**src/rtl/mux_nto1_pipe.sv**
```systemverilog
// mux_nto1_pipe: N-to-1 word select with a registered valid/ready output
// and a 2-entry skid buffer.
//
// Each accepted transfer carries its own select code. The select is resolved
// at accept time and the chosen word is registered. An out-of-range select
// either loads FILL as a normal transfer or is consumed silently
// (DROP_ILLEGAL=1). In both cases it pulses sel_err and bumps the saturating
// err_count.
//
// Ports:
//   clk, rst_n           clock, asynchronous active-low reset
//   in_data [NUM_IN*W]   packed inputs, input k at [k*WIDTH +: WIDTH]
//   in_sel  [SEL_W]      select code for this transfer
//   in_valid / in_ready  upstream handshake (in_ready is a flop = skid empty)
//   out_data/out_valid   registered selected word
//   out_ready            downstream accepts
//   sel_err              one-cycle pulse after an illegal select is accepted
//   err_count [CNT_W]    saturating count of accepted illegal selects
//   clr_err              synchronous clear of err_count (wins over increment)
module mux_nto1_pipe #(
  parameter int unsigned      WIDTH        = 32,
  parameter int unsigned      NUM_IN       = 3,
  parameter int unsigned      SEL_W        = 2,
  parameter logic [WIDTH-1:0] FILL         = '0,
  parameter bit               DROP_ILLEGAL = 1'b0,
  parameter int unsigned      CNT_W        = 8
) (
  input  logic                    clk,
  input  logic                    rst_n,
  input  logic [NUM_IN*WIDTH-1:0] in_data,
  input  logic [SEL_W-1:0]        in_sel,
  input  logic                    in_valid,
  output logic                    in_ready,
  output logic [WIDTH-1:0]        out_data,
  output logic                    out_valid,
  input  logic                    out_ready,
  output logic                    sel_err,
  output logic [CNT_W-1:0]        err_count,
  input  logic                    clr_err
);

  logic [WIDTH-1:0] skid_data;
  logic             skid_valid;

  logic [WIDTH-1:0] sel_word;
  logic             sel_legal;
  logic             accept;
  logic             emit;
  logic             store;
  logic             illegal_acc;

  logic [WIDTH-1:0] out_data_d;
  logic             out_valid_d;
  logic [WIDTH-1:0] skid_data_d;
  logic             skid_valid_d;

  // Compare against each legal code instead of indexing by in_sel, so an
  // out-of-range code can never address beyond the packed input vector.
  always_comb begin
    sel_word  = FILL;
    sel_legal = 1'b0;
    for (int unsigned k = 0; k < NUM_IN; k++) begin
      if (in_sel == SEL_W'(k)) begin
        sel_word  = in_data[k*WIDTH +: WIDTH];
        sel_legal = 1'b1;
      end
    end
  end

  assign accept      = in_valid && in_ready;
  assign emit        = out_valid && out_ready;
  assign store       = accept && (sel_legal || !DROP_ILLEGAL);
  assign illegal_acc = accept && !sel_legal;

  // in_ready mirrors "skid empty", so while the skid holds a word no
  // accept can happen and the only move is skid -> output on emit.
  always_comb begin
    out_data_d   = out_data;
    out_valid_d  = out_valid;
    skid_data_d  = skid_data;
    skid_valid_d = skid_valid;
    if (skid_valid) begin
      if (emit) begin
        out_data_d   = skid_data;
        skid_valid_d = 1'b0;
      end
    end else if (store) begin
      if (!out_valid || emit) begin
        out_data_d  = sel_word;
        out_valid_d = 1'b1;
      end else begin
        skid_data_d  = sel_word;
        skid_valid_d = 1'b1;
      end
    end else if (emit) begin
      out_valid_d = 1'b0;
    end
  end

  always_ff @(posedge clk or negedge rst_n) begin
    if (!rst_n) begin
      out_data   <= '0;
      out_valid  <= 1'b0;
      skid_data  <= '0;
      skid_valid <= 1'b0;
      in_ready   <= 1'b1;
      sel_err    <= 1'b0;
      err_count  <= '0;
    end else begin
      out_data   <= out_data_d;
      out_valid  <= out_valid_d;
      skid_data  <= skid_data_d;
      skid_valid <= skid_valid_d;
      in_ready   <= !skid_valid_d;
      sel_err    <= illegal_acc;
      if (clr_err) begin
        err_count <= '0;
      end else if (illegal_acc && (err_count != '1)) begin
        err_count <= err_count + CNT_W'(1);
      end
    end
  end

endmodule

```
**config.mk**
```make
export PLATFORM = sky130hd
export DESIGN_NAME = mux_nto1_pipe
export DESIGN_NICKNAME = d
export VERILOG_FILES = /design/src/rtl/mux_nto1_pipe.sv
export SDC_FILE = /design/constraint.sdc
export NUM_CORES = 1
export LEC_CHECK = 0
export CAP_MARGIN = 20
export CORE_UTILIZATION = 45
export DETAILED_ROUTE_END_ITERATION = 8
export GPL_ROUTABILITY_DRIVEN = 0
export PLACE_DENSITY = 0.84
export REMOVE_ABC_BUFFERS = 1
export SYNTH_ARGS = -nofsm -noshare
export SYNTH_HDL_FRONTEND = slang
export SYNTH_SLANG_ARGS = --single-unit
```
**constraint.sdc**
```tcl
create_clock -name clk -period 5.3 [get_ports clk]
set_clock_uncertainty 0.15 [all_clocks]
set_input_delay 0.53 -clock clk [delete_from_list [all_inputs] [get_ports clk]]
set_output_delay 0.53 -clock clk [all_outputs]
set_load 0.1 [all_outputs]
```
==> impl_results.md, run 1 <==
- Run status: finished clean
- Crit-path leading delay family: buffers and inverters
- Most area-hungry cell type in the Yosys netlist: sky130_fd_sc_hd__dfrtp_1
- Global-route usage over all layers: 21.5%
- Ranking of synthesized cells by instance count: 75 x sky130_fd_sc_hd__dfrtp_1, 66 x sky130_fd_sc_hd__mux2i_1, 37 x sky130_fd_sc_hd__nand2_1
- Adder-cell area share of the yosys netlist: 0.319%
- Input/output buffers: 145
- Clock transition at the register clock pins on the worst setup and hold paths after CTS: 0.08 ns
- End point of the critical path: out_data[4]
- # IOs: 146
- Multiplexer fraction of the synthesized cell area: 26.0%
- Floorplan Core Area: 8340 um^2
- Count of routing violations after the opening detailed-route iteration: 71
- DR pass1 iterations: 4
- Highest metal layer with signal wires: met4
- Number of global-route vias before repair: 3146
- Number of vias per cell: 5.29
- Slack of the worst reg-to-reg path: 2.49 ns
- Element type at the critical path start: input port
- Worst relative slew slack: 30.4%
- Final cell count without fillers: 585
- Min-Delay Path Class: in -> async
- Post-Syn Instances: 342
- Setup repair bufs after CTS: 0
- Count of buffer and inverter cells on the critical path: 3
- Main combinational cell family by area after synthesis: multiplexers
- Number of enable flip-flop cells after synthesis: 0
- Worst Path Class, Setup: in -> reg
- Number of gates given a new drive strength after cts: 0
- Max Cap Viol: 0
- Hold buffer count at cts: 0
- Number of distinct library cell variants in the gate-level netlist after synthesis: 37
- Total area of multi-input combinational cells: 1860 um^2
- Kind of capture point of the worst setup path: flop
- Met2 WL post-DR: 4670 um
- Critical path's slowest cell: sky130_fd_sc_hd__nor2b_2
- Placed wire-length estimate: 6570 um
- Pwr/cell area: 547 nW/um^2
- Die Ht: 95.4 um
- Endpoint of the most critical register-to-register path: out_data[13]
- CP arrival: 2.92 ns
- Setup Viol. Count Final: 0
- Cell depth of the worst flop-to-flop path: 3
- Layout net count: 579
- Largest net degree at the start of global routing: 77
- Die ar.: 9100 um^2
- Max-slew violations: 0
- FF+latch count, synth: 76
- Cells along the critical path: clkdlybuf4s50_1 > buf_4 > nor2b_2 > buf_4 > o2bb2ai_1 > mux2i_1 > o21ai_0
- Most used cell along the critical path: sky130_fd_sc_hd__buf_4
- Cell leakage power: 2.42 nW
- Routed length on met3: 549 um
- Starting density of the core: 47.0%
- Fraction of synthesis flops using an asynchronous set or reset pin: 100%
- Transition time at the pin with the least slew margin: 1.04 ns
- Number of warnings issued by yosys: 0
- Global-route wire length before repair: 14800 um
- Delay of the slowest cell on the worst path: 0.73 ns
- Area grow syn2layout: 43.7%
- Crit-path max FO: 34
- Beginning of the worst register-to-register path: skid_valid
- Proportion of layout cells with a drive suffix above 1: 12.7%
- Average routed wire per standard cell: 15.9 um
- Final clock period utilization by the worst path: 53.4%
- Die X-Extent: 95.4 um
- Inserted Diodes: 0
- Portion of the post-synthesis area used by sequential elements: 48.5%
- Number of vias after detailed routing: 3097
- Startpoint of the most critical setup path: in_sel[1]
- Share of Yosys cell area claimed by the top area cell type: 47.8%
- F_max: 353 MHz
- Global route overflow: 0
- Maximum clock insertion buffer count: 2
- Post-synthesis simple-gate area fraction: 7.02%
- Storage element area: 1900 um^2
- RSZ-0062 raised after global routing: no
- H-Tree Depth: 3
- Number of antenna violations at the first check in global routing: 0
- Post-route met1 wirelength: 4000 um
- Wire length after detailed routing: 9310 um
- Number of nets with antenna violations after detailed routing: 0
- Inserted Clock Buffers: 9
- Setup TNS Final: 0 ns
- Final Hold Violating Endpoints: 0
- Number of clock sinks seen by CTS: 76
- Clock latency reported for the late side of the worst-skew pair: 0.33 ns
- Endpoint required time on the critical path: 5.39 ns
- Core Rows: 33
- Synth area leaders: sky130_fd_sc_hd__dfrtp_1 48%, sky130_fd_sc_hd__mux2i_1 17%, sky130_fd_sc_hd__mux2_2 8.9%
- Most used DFF post-synth: sky130_fd_sc_hd__dfrtp_1
- Post-layout min period: 2.83 ns
- Worst vdd ir: 0.306 mV
- Post-Syn Area: 3920 um^2
- Number of placed instances, taps included: 569
- TritonCTS clock tree: built
- Fill cell count: 641
- XOR/XNOR Fraction of Synth Area: 0.670%
- Buffer cell driving the clock tree root: sky130_fd_sc_hd__clkbuf_8
- Count leader, synth: sky130_fd_sc_hd__dfrtp_1
- Compound-Gate Fraction of Synth Area: 13.4%
- Post-route DRC violation count: 0
- Critical path depth in cells: 7
- Average footprint of a synthesized cell: 11.5 um^2
==> per-stage QoR <==
step	utilization [%]	instance area, um^2	total power, mW	hold WS, ns	worst slack [ns]
global placement	64.6	5390	2.52	0.312	2.28
detailed placement	64.6	5390	2.57	0.326	2.14
CTS	67.6	5640	3.11	0.214	2.43
floorplan	-	3780	2.12	0.0844	2.11
global route	67.6	5640	3.24	0.230	2.29
finish	67.6	5640	3.09	0.185	2.47
==> registers in the layout (all words and copies together), names as in the netlist <==
register / cells
out_valid: 1
err_count: 8
skid_data: 32
in_ready: 1
skid_valid: 1
out_data: 32
sel_err: 1
==> worst min path at each step <==
| stage | startpoint | endpoint | slack (ns) | cells past startpoint |
|---|---|---|---|---|
| after CTS | rst_n | out_data[9] | 0.21 | 1 |
| final | rst_n | out_data[9] | 0.19 | 1 |
| after global placement | out_data[9] | out_data[9] | 0.31 | 2 |
| after detailed placement | out_data[16] | out_data[16] | 0.33 | 2 |
| after floorplan | rst_n | err_count[0] | 0.08 | 0 |
| after global routing | rst_n | out_data[9] | 0.23 | 1 |
==> power by group <==
group          switching (mW)  internal [mW]  leakage, nW
logic                    1.06          0.497         1.32
clock network           0.198          0.338        0.127
registers               0.186          0.803        0.974
total                    1.45           1.64         2.42
==> per-layer routing <==
layer	global-route usage, %	up-vias
li1	-	1509
met1	26.9	1482
met2	36.6	96
met3	5.34	10
met4	6.84	0
met5	0	-
==> area by class of cell <==
cell class | count | share of cell area, %
Sequential cell | 76 | 33.8
Multi-Input combinational cell | 235 | 33.1
Timing Repair Buffer | 149 | 26.1
Clock buffer | 12 | 2.75
Tap cell | 105 | 2.33
Clock inverter | 4 | 1.69
Inverter | 4 | 0.266
==> layout by cell type (no fill, tap or decap), drive strengths merged <==
master / Yosys / final
mux2: 32 / 32
o211ai: 2 / 2
o2bb2ai: 32 / 32
a211oi: 1 / 1
mux2i: 66 / 66
o21a: 1 / 1
xor2: 3 / 3
nand4: 2 / 2
ha: 1 / 1
inv: 4 / 4
a21oi: 1 / 1
a21o: 1 / 1
o31ai: 1 / 1
nor4: 1 / 1
and3: 1 / 1
bufinv: 0 / 3
o21ai: 34 / 34
nand3b: 1 / 1
nor3b: 1 / 1
dfstp: 1 / 1
nand2: 37 / 37
nor2: 7 / 7
clkdlybuf4s50: 0 / 143
clkbuf: 11 / 12
buf: 16 / 6
dfrtp: 75 / 75
a22o: 1 / 1
a31oi: 2 / 2
nand3: 3 / 3
or4: 1 / 1
clkinv: 0 / 1
nor3: 1 / 1
nor2b: 2 / 2
==> cells by family after synthesis <==
| family | Yosys count |
|---|---|
| XOR/XNOR | 3 |
| adder cells (fa/ha/maj) | 1 |
| buffers and inverters | 31 |
| AND/OR/NAND/NOR | 57 |
| AO/OA/AOI/OAI | 76 |
| flip-flops | 76 |
| multiplexers | 98 |
Power figures use the tool's default switching activity.
==> run 2, diff against run 1 <==
--- a/config.mk
+++ b/config.mk
@@ -6,10 +6,10 @@
 export NUM_CORES = 1
 export LEC_CHECK = 0
 export CAP_MARGIN = 20
-export CORE_UTILIZATION = 45
+export CORE_UTILIZATION = 40
 export DETAILED_ROUTE_END_ITERATION = 8
 export GPL_ROUTABILITY_DRIVEN = 0
-export PLACE_DENSITY = 0.84
+export PLACE_DENSITY = 0.79
 export REMOVE_ABC_BUFFERS = 1
 export SYNTH_ARGS = -nofsm -noshare
 export SYNTH_HDL_FRONTEND = slang
==> constraint.sdc (replaced) <==
create_clock -name clk -period 2.6 [get_ports clk]
set_clock_uncertainty 0.15 [all_clocks]
set_input_delay 0.26 -clock clk [delete_from_list [all_inputs] [get_ports clk]]
set_output_delay 0.26 -clock clk [all_outputs]
set_load 0.1 [all_outputs]
==> run 2 against run 1 <==
- clock-buffer cell count is 1 lower
- non-clock buffer count up 7
- die area increased by 12%
- worst setup slack got worse by 1.9 ns
- sequential cell count is the same
- power grew 96%
- largest cell class unchanged
- largest power group unchanged
==> impl_results.md, run 2 (synthesis results as in run 1) <==
- Min-Delay Path Class: in -> reg
- Worst Path Class, Setup: reg -> reg
- Crit-path max FO: 18
- Post-route met1 wirelength: 4190 um
- Inserted Diodes: 0
- Die ar.: 10200 um^2
- Global-route wire length before repair: 15400 um
- Element type at the critical path start: flop
- Average routed wire per standard cell: 15.8 um
- Post-route DRC violation count: 0
- Number of antenna violations at the first check in global routing: 0
- Worst relative slew slack: 36.1%
- RSZ-0062 raised after global routing: no
- Post-Route Utilization: 59.5%
- Met2 WL post-DR: 4900 um
- TritonCTS clock tree: built
- Clock latency reported for the late side of the worst-skew pair: 0.33 ns
- Layout net count: 586
- Number of placed instances, taps included: 599
- Top library cells by usage in the layout, fill and taps aside: 100 x sky130_fd_sc_hd__clkdlybuf4s50_1, 74 x sky130_fd_sc_hd__dfrtp_1, 66 x sky130_fd_sc_hd__mux2i_1
- Die X-Extent: 101 um
- Pwr/cell area: 1080 nW/um^2
- CP arrival: 2.07 ns
- Worst vdd ir: 0.714 mV
- Min setup slack post-route: 0.594 ns
- Placed wire-length estimate: 7040 um
- DR pass1 iterations: 4
- Largest registers in the final layout: out_data: 32 flops, skid_data: 32 flops, err_count: 8 flops
- Kind of capture point of the worst setup path: flop
- Number of nets with antenna violations after detailed routing: 0
- Cell leakage power: 2.50 nW
- Number of vias after detailed routing: 3148
- # IOs: 146
- Setup Viol. Count Final: 0
- Proportion of layout cells with a drive suffix above 1: 22.4%
- Transition time at the pin with the least slew margin: 0.958 ns
- Wire length after detailed routing: 9730 um
- Max-slew violations: 0
- Routed length on met3: 563 um
- Endpoint required time on the critical path: 2.67 ns
- Clock transition at the register clock pins on the worst setup and hold paths after CTS: 0.07 ns
- Final cell count without fillers: 616
- Input/output buffers: 145
- Highest metal layer with signal wires: met4
- Starting density of the core: 41.9%
- Area grow syn2layout: 42.2%
- Floorplan Core Area: 9370 um^2
- Count of routing violations after the opening detailed-route iteration: 92
- Dpl ws: 0.423 ns
- Largest net degree at the start of global routing: 77
- Max Cap Viol: 0
- Global route overflow: 0
- Most frequent standard cell in the layout excluding fill and tap cells: sky130_fd_sc_hd__clkdlybuf4s50_1
- F_max: 499 MHz
- Die Ht: 101 um
- Post-layout min period: 2.01 ns
- Critical path's slowest cell: sky130_fd_sc_hd__dfrtp_2
- H-Tree Depth: 3
- Final Hold Violating Endpoints: 0
- Delay of the slowest cell on the worst path: 0.60 ns
- Maximum clock insertion buffer count: 2
- Cells along the critical path: nand3b_4 > nor3b_4 > buf_4 > mux2_2
- Buffer cell driving the clock tree root: sky130_fd_sc_hd__clkbuf_8
- Global-route usage over all layers: 19.5%
- Number of global-route vias before repair: 3146
- Run status: finished clean
- Inserted Clock Buffers: 9
- Core Rows: 35
- Number of vias per cell: 5.11
- Number of clock sinks seen by CTS: 76
- Final clock period utilization by the worst path: 77.2%
[run 2: per-layer routing]
layer | vias to the layer above | track usage (%)
met4 | 0 | 6.35
met5 | - | 0
met3 | 7 | 3.12
met2 | 107 | 33.5
li1 | 1518 | -
met1 | 1516 | 25.1
[run 2: final timing paths]
check | start | endpoint | slack [ns] | cells after the start
min in group asynchronous | rst_n | err_count[3] | 0.44 | 2
max | skid_valid | skid_data[21] | 0.59 | 4
max reg2reg | skid_valid | skid_data[21] | 0.59 | 4
min reg2reg | out_data[3] | out_data[3] | 0.34 | 2
min | in_sel[0] | sel_err | 0.19 | 3
max in group asynchronous | rst_n | skid_valid | 1.20 | 2
[run 2: final cells by class]
| class | instances | area (um^2) |
|---|---|---|
| Fill cell | 834 | 3790 |
| Tap cell | 129 | 161 |
| Multi-Input combinational cell | 235 | 1870 |
| Sequential cell | 76 | 1900 |
| Inverter | 4 | 15.0 |
| Clock buffer | 11 | 131 |
| Timing Repair Buffer | 156 | 1450 |
| Clock inverter | 5 | 52.6 |
[run 2: timing repair]
item | 4_1_cts | 5_1_grt
gates resized for setup | 0 | 0
hold endpoints to repair | 75 | 0
buffers inserted | 0 | 0
hold buffers | 1 | 0
[run 2: power by group]
part	internal [mW]	total, mW	switching (mW)
registers	1.64	1.95	0.314
logic	0.978	3.23	2.25
clock network	0.440	0.855	0.415
[run 2: stage by stage]
step / hold WS, ns / power, mW / instance area, um^2 / TNS (ns)
6_report: 0.186 / 6.04 / 5580 / 0
5_1_grt: 0.171 / 6.34 / 5580 / 0
4_1_cts: 0.156 / 6.10 / 5580 / 0
3_5_place_dp: 0.320 / 5.23 / 5390 / 0
2_1_floorplan: -0.186 / 4.32 / 3780 / -27.73
3_3_place_gp: 0.308 / 5.13 / 5390 / 0
[run 2: critical path: cells and delay by family (launching register included)]
family,cells,cell delay [ns]
buffers and inverters,1,0.28
DFF,1,0.60
muxes,1,0.37
and+or+nand+nor,2,0.49
==> run 3, diff against run 2 <==
==> constraint.sdc (replaced) <==
create_clock -name clk -period 1.75 [get_ports clk]
set_clock_uncertainty 0.15 [all_clocks]
set_input_delay 0.175 -clock clk [delete_from_list [all_inputs] [get_ports clk]]
set_output_delay 0.175 -clock clk [all_outputs]
set_load 0.1 [all_outputs]
==> run 3 against run 2 <==
- register-to-register slack got worse by 0.67 ns
- final cell count increased by 3.7%
- via count increased by 7.1%
- largest cell class is now buffers
- routed wire length increased by 18%
- critical path depth increased by 1
- non-clock buffer count increased by 23
- power increased by 80%
- sequential cell count unchanged
- utilization increased by 11 points
- final area increased by 19%
- the run now ends with setup timing left
- worst setup slack got worse by 0.67 ns
- clock-buffer cell count increased by 2
==> impl_results.md, run 3 (synthesis results as in run 1) <==
- Number of clock sinks seen by CTS: 76
- Top library cells by usage in the layout, fill and taps aside: 100 x sky130_fd_sc_hd__clkdlybuf4s50_1, 74 x sky130_fd_sc_hd__dfrtp_1, 66 x sky130_fd_sc_hd__mux2i_1
- CP arrival: 1.91 ns
- Starting density of the core: 41.9%
- Number of vias after detailed routing: 3370
- Pwr/cell area: 1630 nW/um^2
- Layout net count: 609
- Switching part of the total power: 44.6%
- Final clock period utilization by the worst path: 104%
- Endpoint required time on the critical path: 1.83 ns
- Storage element area: 1900 um^2
- Maximum clock insertion buffer count: 2
- RSZ-0062 raised after global routing: yes
- Clock transition at the register clock pins on the worst setup and hold paths after CTS: 0.08 ns
- Max Cap Viol: 0
- Global-route usage over all layers: 22.8%
- Largest registers in the final layout: out_data: 32 flops, skid_data: 32 flops, err_count: 8 flops
- Buffer cell driving the clock tree root: sky130_fd_sc_hd__clkbuf_8
- Largest net degree at the start of global routing: 43
- Placement Cell Area: 6120 um^2
- Cell leakage power: 2.92 nW
- Delay of the slowest cell on the worst path: 0.56 ns
- Transition time at the pin with the least slew margin: 0.331 ns
- Post-Route Utilization: 70.9%
- Proportion of power drawn by combinational gates: 58.1%
- Most frequent standard cell in the layout excluding fill and tap cells: sky130_fd_sc_hd__clkdlybuf4s50_1
- Critical path's slowest cell: sky130_fd_sc_hd__dfstp_2
- Share of power burned in registers: 27.4%
- Clock group share of total power: 14.4%
- Crit-path max FO: 8
- Core Rows: 35
- Proportion of layout cells with a drive suffix above 1: 26.9%
- Switching Power: 4.84 mW
- Global-route wire length before repair: 17700 um
- Worst vdd ir: 0.881 mV
- Die Ht: 101 um
- Kind of capture point of the worst setup path: flop
- Cells along the critical path: nand3b_4 > nor3b_4 > buf_6 > clkbuf_16 > mux2_4
- Inserted Diodes: 0
- Highest metal layer with signal wires: met4
- Min setup slack post-route: -0.0780 ns
- Crit-path leading delay family: flip-flops
- Post-route DRC violation count: 0
- Worst Path Class, Setup: reg -> reg
- # IOs: 146
- Fill cell count: 696
- Failing checks: setup timing
- DR pass1 iterations: 4
- Final Hold Violating Endpoints: 0
- Min-Delay Path Class: in -> async
- Run status: finished, violations left
- F_max: 547 MHz
- Average routed wire per standard cell: 18.0 um
- Inserted Clock Buffers: 9
- Worst relative slew slack: 78.0%
- Total area of multi-input combinational cells: 2000 um^2
- Element type at the critical path start: flop
- Routed length on met3: 569 um
- Area of all placed cells without fillers: 6650 um^2
- Die X-Extent: 101 um
- Area grow syn2layout: 69.4%
- Post-layout min period: 1.83 ns
- Global route overflow: 0
- Count of buffer and inverter cells on the critical path: 2
- Pint: 6.02 mW
- Setup Viol. Count Final: 33
- Number of vias per cell: 5.27
- Max-slew violations: 0
- Number of global-route vias before repair: 3548
- Wire length after detailed routing: 11500 um
- TritonCTS clock tree: built
- Floorplan Core Area: 9370 um^2
- Count of routing violations after the opening detailed-route iteration: 66
- Clock latency reported for the late side of the worst-skew pair: 0.34 ns
- Input/output buffers: 145
- Met2 WL post-DR: 5890 um
- Number of antenna violations at the first check in global routing: 0
- Number of nets with antenna violations after detailed routing: 0
- Post-route met1 wirelength: 4850 um
- H-Tree Depth: 3
- Placed wire-length estimate: 7830 um
- Die ar.: 10200 um^2
==> run 3: cell types whose count changed in the layout (fill, tap and decap cells not counted), moves of 3 or more <==
cell / delta
sky130_fd_sc_hd__clkbuf_8: +3
sky130_fd_sc_hd__clkinv_2: -3
sky130_fd_sc_hd__buf_6: +3
sky130_fd_sc_hd__buf_4: -34
sky130_fd_sc_hd__mux2_4: +24
sky130_fd_sc_hd__buf_12: +50
sky130_fd_sc_hd__mux2_2: -23
==> run 3: area by class of cell <==
class	instances	share of cell area (%)
clock buffer	13	2.54
inverter	4	0.226
tap	129	2.43
timing repair buffer	179	35.1
sequential	76	28.7
clock inverter	3	1.02
multi-input combinational	235	30.1
==> run 3: what timing repair did <==
action / 4_1_cts / 5_1_grt
pin swaps: 1 / 3
hold buffers: 1 / 0
endpoints found under the hold margin: 76 / 0
setup buffers: 3 / 2
setup endpoints to repair: 34 / 49
gates cloned: 2 / 2
resized for setup: 17 / 20
==> run 3: stage by stage <==
stage	worst slack [ns]	setup TNS, ns	total power [mW]	hold WS, ns	cells
2_1_floorplan	-1.44	-85.89	6.42	-0.271	315
3_3_place_gp	-0.204	-9.64	8.73	-0.0564	613
3_5_place_dp	-0.257	-12.16	8.93	-0.0536	613
4_1_cts	-0.0499	-0.756	10.7	0.120	635
5_1_grt	-0.143	-4.19	11.3	0.135	639
6_report	-0.0780	-1.74	10.9	0.117	639
==> run 3: power groups by stage <==
stage                     combinational (mW)  clock (mW)  sequential (mW)
final                                   6.31        1.57             2.98
after global routing                    6.60        1.67             3.05
after CTS                               6.12        1.59             2.97
after detailed placement                5.94           0             2.99
after global placement                  5.79           0             2.94
after floorplan                         1.28           0             5.15
==> run 3: path summary, 6_finish.rpt <==
path,from,endpoint,slack (ns),cells after the start
setup / recovery,in_ready,skid_data[15],-0.08,5
hold / removal,rst_n,sel_err,0.12,2
setup reg to reg,in_ready,skid_data[15],-0.08,5
hold reg to reg,skid_data[5],skid_data[5],0.37,1
max in group asynchronous,rst_n,skid_data[25],0.77,3
min in group clk,in_sel[0],sel_err,0.30,4
==> run 3: metal layers <==
layer	vias up	GRT usage (%)
met5	-	0
met4	0	7.47
met3	17	3.81
met2	114	41.0
met1	1661	27.5
li1	1578	-
